$ cat src/rtl/reg_dumper_pkg.sv
// reg_dumper_pkg: widths and FSM state encoding that the register dumper and its
// users share.
//   AW      - register address width (2**AW registers)
//   DW      - register data width
//   state_e - dump sequencer states
package reg_dumper_pkg;

    localparam int unsigned AW = 3;
    localparam int unsigned DW = 4;

    typedef enum logic [1:0] {
        StIdle,
        StLoad,
        StSend,
        StDone
    } state_e;

endpackage

$ cat src/rtl/reg_dumper.sv
// reg_dumper: walks an external register file from first_addr to last_addr
// (wrapping modulo 2**AW) and streams each (address, data) pair out through a
// valid/ready handshake. A register's contents are captured at the moment its
// read happens, so later writes to the same register do not change the item
// already on the output.
//
// Ports
//   clk        in   rising-edge clock
//   rst        in   synchronous active-high reset
//   start      in   request a dump (only looked at while idle)
//   first_addr in   first register to dump, captured on an accepted start
//   last_addr  in   last register to dump, captured on an accepted start
//   ra         out  register file read address (always the current index)
//   rd         in   register file read data for ra, same cycle
//   out_valid  out  out_addr/out_data hold an item
//   out_ready  in   consumer takes the item when high together with out_valid
//   out_addr   out  register index of the current item
//   out_data   out  register contents of the current item
//   busy       out  a dump is in progress (LOAD or SEND)
//   done       out  one-cycle pulse after the final item is taken
module reg_dumper #(
    parameter int unsigned AW = reg_dumper_pkg::AW,
    parameter int unsigned DW = reg_dumper_pkg::DW
) (
    input  logic          clk,
    input  logic          rst,
    input  logic          start,
    input  logic [AW-1:0] first_addr,
    input  logic [AW-1:0] last_addr,
    output logic [AW-1:0] ra,
    input  logic [DW-1:0] rd,
    output logic          out_valid,
    input  logic          out_ready,
    output logic [AW-1:0] out_addr,
    output logic [DW-1:0] out_data,
    output logic          busy,
    output logic          done
);

    import reg_dumper_pkg::*;

    state_e        state_q, state_d;
    logic [AW-1:0] cur_q, cur_d;
    logic [AW-1:0] last_q, last_d;
    logic          out_valid_q, out_valid_d;
    logic [AW-1:0] out_addr_q, out_addr_d;
    logic [DW-1:0] out_data_q, out_data_d;

    always_ff @(posedge clk) begin
        if (rst) begin
            state_q     <= StIdle;
            cur_q       <= '0;
            last_q      <= '0;
            out_valid_q <= 1'b0;
            out_addr_q  <= '0;
            out_data_q  <= '0;
        end else begin
            state_q     <= state_d;
            cur_q       <= cur_d;
            last_q      <= last_d;
            out_valid_q <= out_valid_d;
            out_addr_q  <= out_addr_d;
            out_data_q  <= out_data_d;
        end
    end

    always_comb begin
        state_d     = state_q;
        cur_d       = cur_q;
        last_d      = last_q;
        out_valid_d = out_valid_q;
        out_addr_d  = out_addr_q;
        out_data_d  = out_data_q;

        unique case (state_q)
            StIdle: begin
                if (start) begin
                    cur_d   = first_addr;
                    last_d  = last_addr;
                    state_d = StLoad;
                end
            end
            StLoad: begin
                // Snapshot the register here; this is the only cycle rd is used.
                out_data_d  = rd;
                out_addr_d  = cur_q;
                out_valid_d = 1'b1;
                state_d     = StSend;
            end
            StSend: begin
                if (out_valid_q && out_ready) begin
                    out_valid_d = 1'b0;
                    if (cur_q == last_q) begin
                        state_d = StDone;
                    end else begin
                        // Natural overflow gives the wrap from the top index to 0.
                        cur_d   = cur_q + AW'(1);
                        state_d = StLoad;
                    end
                end
            end
            StDone: begin
                state_d = StIdle;
            end
            default: begin
                state_d = StIdle;
            end
        endcase
    end

    assign ra        = cur_q;
    assign out_valid = out_valid_q;
    assign out_addr  = out_addr_q;
    assign out_data  = out_data_q;
    assign busy      = (state_q == StLoad) || (state_q == StSend);
    assign done      = (state_q == StDone);

endmodule
$ cat config.mk
export PLATFORM = sky130hd
export DESIGN_NAME = reg_dumper
export DESIGN_NICKNAME = d
export VERILOG_FILES = /design/src/rtl/reg_dumper_pkg.sv /design/src/rtl/reg_dumper.sv
export SDC_FILE = /design/constraint.sdc
export NUM_CORES = 1
export LEC_CHECK = 0
export CAP_MARGIN = 15
export CORE_MARGIN = 2
export CORE_UTILIZATION = 35
export DETAILED_ROUTE_END_ITERATION = 12
export PLACE_DENSITY = 0.64
export SYNTH_ARGS = -nofsm -noshare
export SYNTH_HDL_FRONTEND = slang
export SYNTH_SLANG_ARGS = --single-unit
$ cat constraint.sdc
create_clock -name clk -period 2.1 [get_ports clk]
set_input_delay 0.42 -clock clk [delete_from_list [all_inputs] [get_ports clk]]
set_output_delay 0.42 -clock clk [all_outputs]
set_load 0.05 [all_outputs]
==> metrics.md <==
| Metric | Value |
|---|---|
| WS Path Type | `register to output port` |
| Final cell count without fillers | `135` |
| Core area | `2000 µm²` |
| DRC viols | `0` |
| Crit-path cells | `clkdlybuf4s50_1` |
| Synthesis Warnings | `0` |
| Initial detailed-routing violation count | `14` |
| FF-to-FF Start | `state_q[0]` |
| First-pass DRT Iterations | `4` |
| RSZ-0062 raised after global routing | `no` |
| Root Buffer | `clkbuf_4` |
| Worst Path Required | `1680 ps` |
| Largest net degree at the start of global routing | `17` |
| Finish-stage setup viols | `0` |
| Clock Latency Late Sink | `280 ps` |
| Hold_sp | `last_q[2]` |
| RR Endpoint | `state_q[1]` |
| Mapped Nets | `100` |
| Die area | `2550 µm²` |
| Stages on the worst setup path | `1` |
| Die Height | `50.5 µm` |
| Slew Limit Fails | `0` |
| Crit path from | `ra[0]` |
| Max Cap Violations | `0` |
| Routed len/inst | `11.6 µm` |
| N_diodes | `0` |
| Final wirelength | `1570 µm` |
| Flop pwr share | `0.333` |
| Worst Reg2Reg Path Length in Cells | `6` |
| CTS buffer count | `3` |
| Net switching power of the design | `0.000562 W` |
| Crit-path slowest cell | `clkdlybuf4s50_1` |
| Flop-to-flop setup slack | `260 ps` |
| Pwr Density | `1200 nW/µm²` |
| Row count | `16` |
| Crit share post-route | `0.963` |
| Setup Buffers After CTS | `0` |
| First-pass GRT wire length | `2820 µm` |
| H-tree depth | `1` |
| Delay of the slowest critical-path stage | `850 ps` |
| CTS tree | `done` |
| # hold bufs at CTS | `0` |
| Synthesized area | `757 µm²` |
| Lkg Pwr | `0.431 nW` |
| Critical path's top delay family | `buffers and inverters` |
| Clk sink count | `16` |
| Tot GR Track Use | `0.145` |
| Die Span X | `50.5 µm` |
| Clock buffer depth | `2` |
| Worst setup path end | `ra[0]` |
| Crit path capture type | `output port` |
| F_max | `495 MHz` |
| Initial Util | `0.378` |
| Mapped Avg Cell Area | `9.35 µm²` |
| CP startpoint kind | `register` |
| Final #Nets | `128` |
| Dpl cells | `131` |
| Clock share of power | `0.156` |
| CP bufs+invs | `1` |
| Final core utilization | `0.536` |
| Synth Instances | `81` |
| Status | `finished, final reports clean` |
| Vias in the first global route | `634` |
| Total congestion overflow | `0` |
| IR Drop Worst-Case VDD | `567 µV` |
| Via-to-Cell Ratio | `4.99` |
| Post-DP HPWL | `1160 µm` |
| Crit Path Max Fanout | `6` |
| Slew at the pin closest to its max-slew limit | `600 ps` |
| Clock transition at path regs | `90 ps` |
| Clock Skews | `3.26 ps` |
| Tmin final | `2020 ps` |
| Share of cells above drive strength 1 | `0.102` |
| Antenna violations before repair | `0` |
| Synth Register Bits | `16` |
| WP data arrival | `1600 ps` |
| Post-cts resize count | `0` |
| Area growth, synth to finish | `41.8%` |
| Sw Ratio | `0.436` |
| Hold Fails Final Rpt | `0` |
| Worst hold path type | `register to register` |
| Post-synthesis sequential area ratio | `0.423` |
| Final ANT Viol Nets | `0` |
| Port Buffers | `26` |
| Netlist cell types | `24` |
| Routed vias | `673` |
| # IOs | `27` |
| Combinational Power Share | `0.511` |
| GPL Wtd Cong | `0.799` |
| TNS Setup | `0 ps` |
| Headroom to the max-slew limit | `0.599` |
| Internal Power | `0.000728 W` |
placed cells by master, fill, tap and decap left out, drive strengths merged, types with 2 or more instances in the layout:
cell type	instances
clkbuf	4
or4	3
nor2	10
buf	3
ha	5
mux2i	8
nand2	7
dfxtp	16
clkdlybuf4s50	24
nand3	3
xor2	3
a21oi	6
inv	4
o31ai	2
final cells by class:
type / count / area, µm²
fill: 203 / 928
multi-input combinational: 57 / 405
sequential: 16 / 320
timing repair buffer: 27 / 263
clock buffer: 4 / 36.3
tap: 27 / 33.8
inverter: 4 / 15.0
per-stage QoR:
step	hold slack, ps	total power, W	cell area, µm²	setup WS (ps)
2_1_floorplan	448	0.000914	757	403
3_3_place_gp	457	0.00110	1040	160
3_5_place_dp	462	0.00110	1040	152
4_1_cts	475	0.00130	1070	69.8
5_1_grt	502	0.00138	1070	23.3
6_report	473	0.00129	1070	78.1
routing by layer:
layer  vias up  part of all wire  GRT usage
met5         -                 0          0
met4         0                 0     0.0315
met3         0             0.073     0.0625
met2        24              0.47      0.241
met1       307              0.46      0.174
li1        342                 -          -
state kept, by name (all words and copies together) (netlist names):
signal	flops
state_q	2
out_data	4
last_q	3
out_valid	1
out_addr	3
ra	3
synth_stat cells, drive strengths merged:
| library cell | n | area [µm²] |
|---|---|---|
| o31ai | 2 | 15.0 |
| a2bb2oi | 1 | 8.76 |
| or4 | 3 | 22.5 |
| a21oi | 6 | 30.0 |
| ha | 5 | 62.6 |
| a22o | 1 | 17.5 |
| clkbuf | 3 | 11.3 |
| o41ai | 1 | 8.76 |
| xor2 | 3 | 26.3 |
| or3 | 1 | 6.26 |
| a211oi | 1 | 7.51 |
| inv | 4 | 15.0 |
| a31oi | 1 | 6.26 |
| a22oi | 1 | 7.51 |
| mux2i | 8 | 80.1 |
| nand3 | 3 | 15.0 |
| buf | 1 | 5.00 |
| nor2 | 10 | 37.5 |
| dfxtp | 16 | 320 |
| or4b | 1 | 10.0 |
| nand2 | 7 | 26.3 |
| o21ai | 1 | 5.00 |
| nor4 | 1 | 12.5 |
worst register-to-register path, delay by kind of cell (launching register included):
kind                     cells  cell delay [ps]
AO/OA/AOI/OAI                2              340
adder cells (fa/ha/maj)      1              340
flip-flops                   1              340
buffers and inverters        2              220
AND/OR/NAND/NOR              1              540
power by group through the flow:
stage / logic (W) / registers (W) / clock network [W]
6_report: 0.000659 / 0.000430 / 0.000201
4_1_cts: 0.000665 / 0.000432 / 0.000208
3_5_place_dp: 0.000663 / 0.000439 / 0
3_3_place_gp: 0.000660 / 0.000437 / 0
5_1_grt: 0.000710 / 0.000443 / 0.000227
2_1_floorplan: 0.000334 / 0.000580 / 0
kinds of logic after synthesis:
kind of cell	Yosys count	synth area share
compound gates	15	0.141
xor+xnor	3	0.0347
fa+ha+maj	5	0.0826
buf+inv	8	0.0413
flops	16	0.423
mux	8	0.106
simple gates	26	0.172
worst min path at each step:
| stage | endpoint | slack [ps] | cells past startpoint |
|---|---|---|---|
| 6_report | last_q[2] | 470 | 2 |
| 5_1_grt | last_q[2] | 500 | 2 |
| 4_1_cts | last_q[2] | 470 | 2 |
| 3_5_place_dp | last_q[2] | 460 | 2 |
| 2_1_floorplan | last_q[0] | 450 | 2 |
| 3_3_place_gp | last_q[0] | 460 | 2 |
Power figures use the tool's default switching activity.
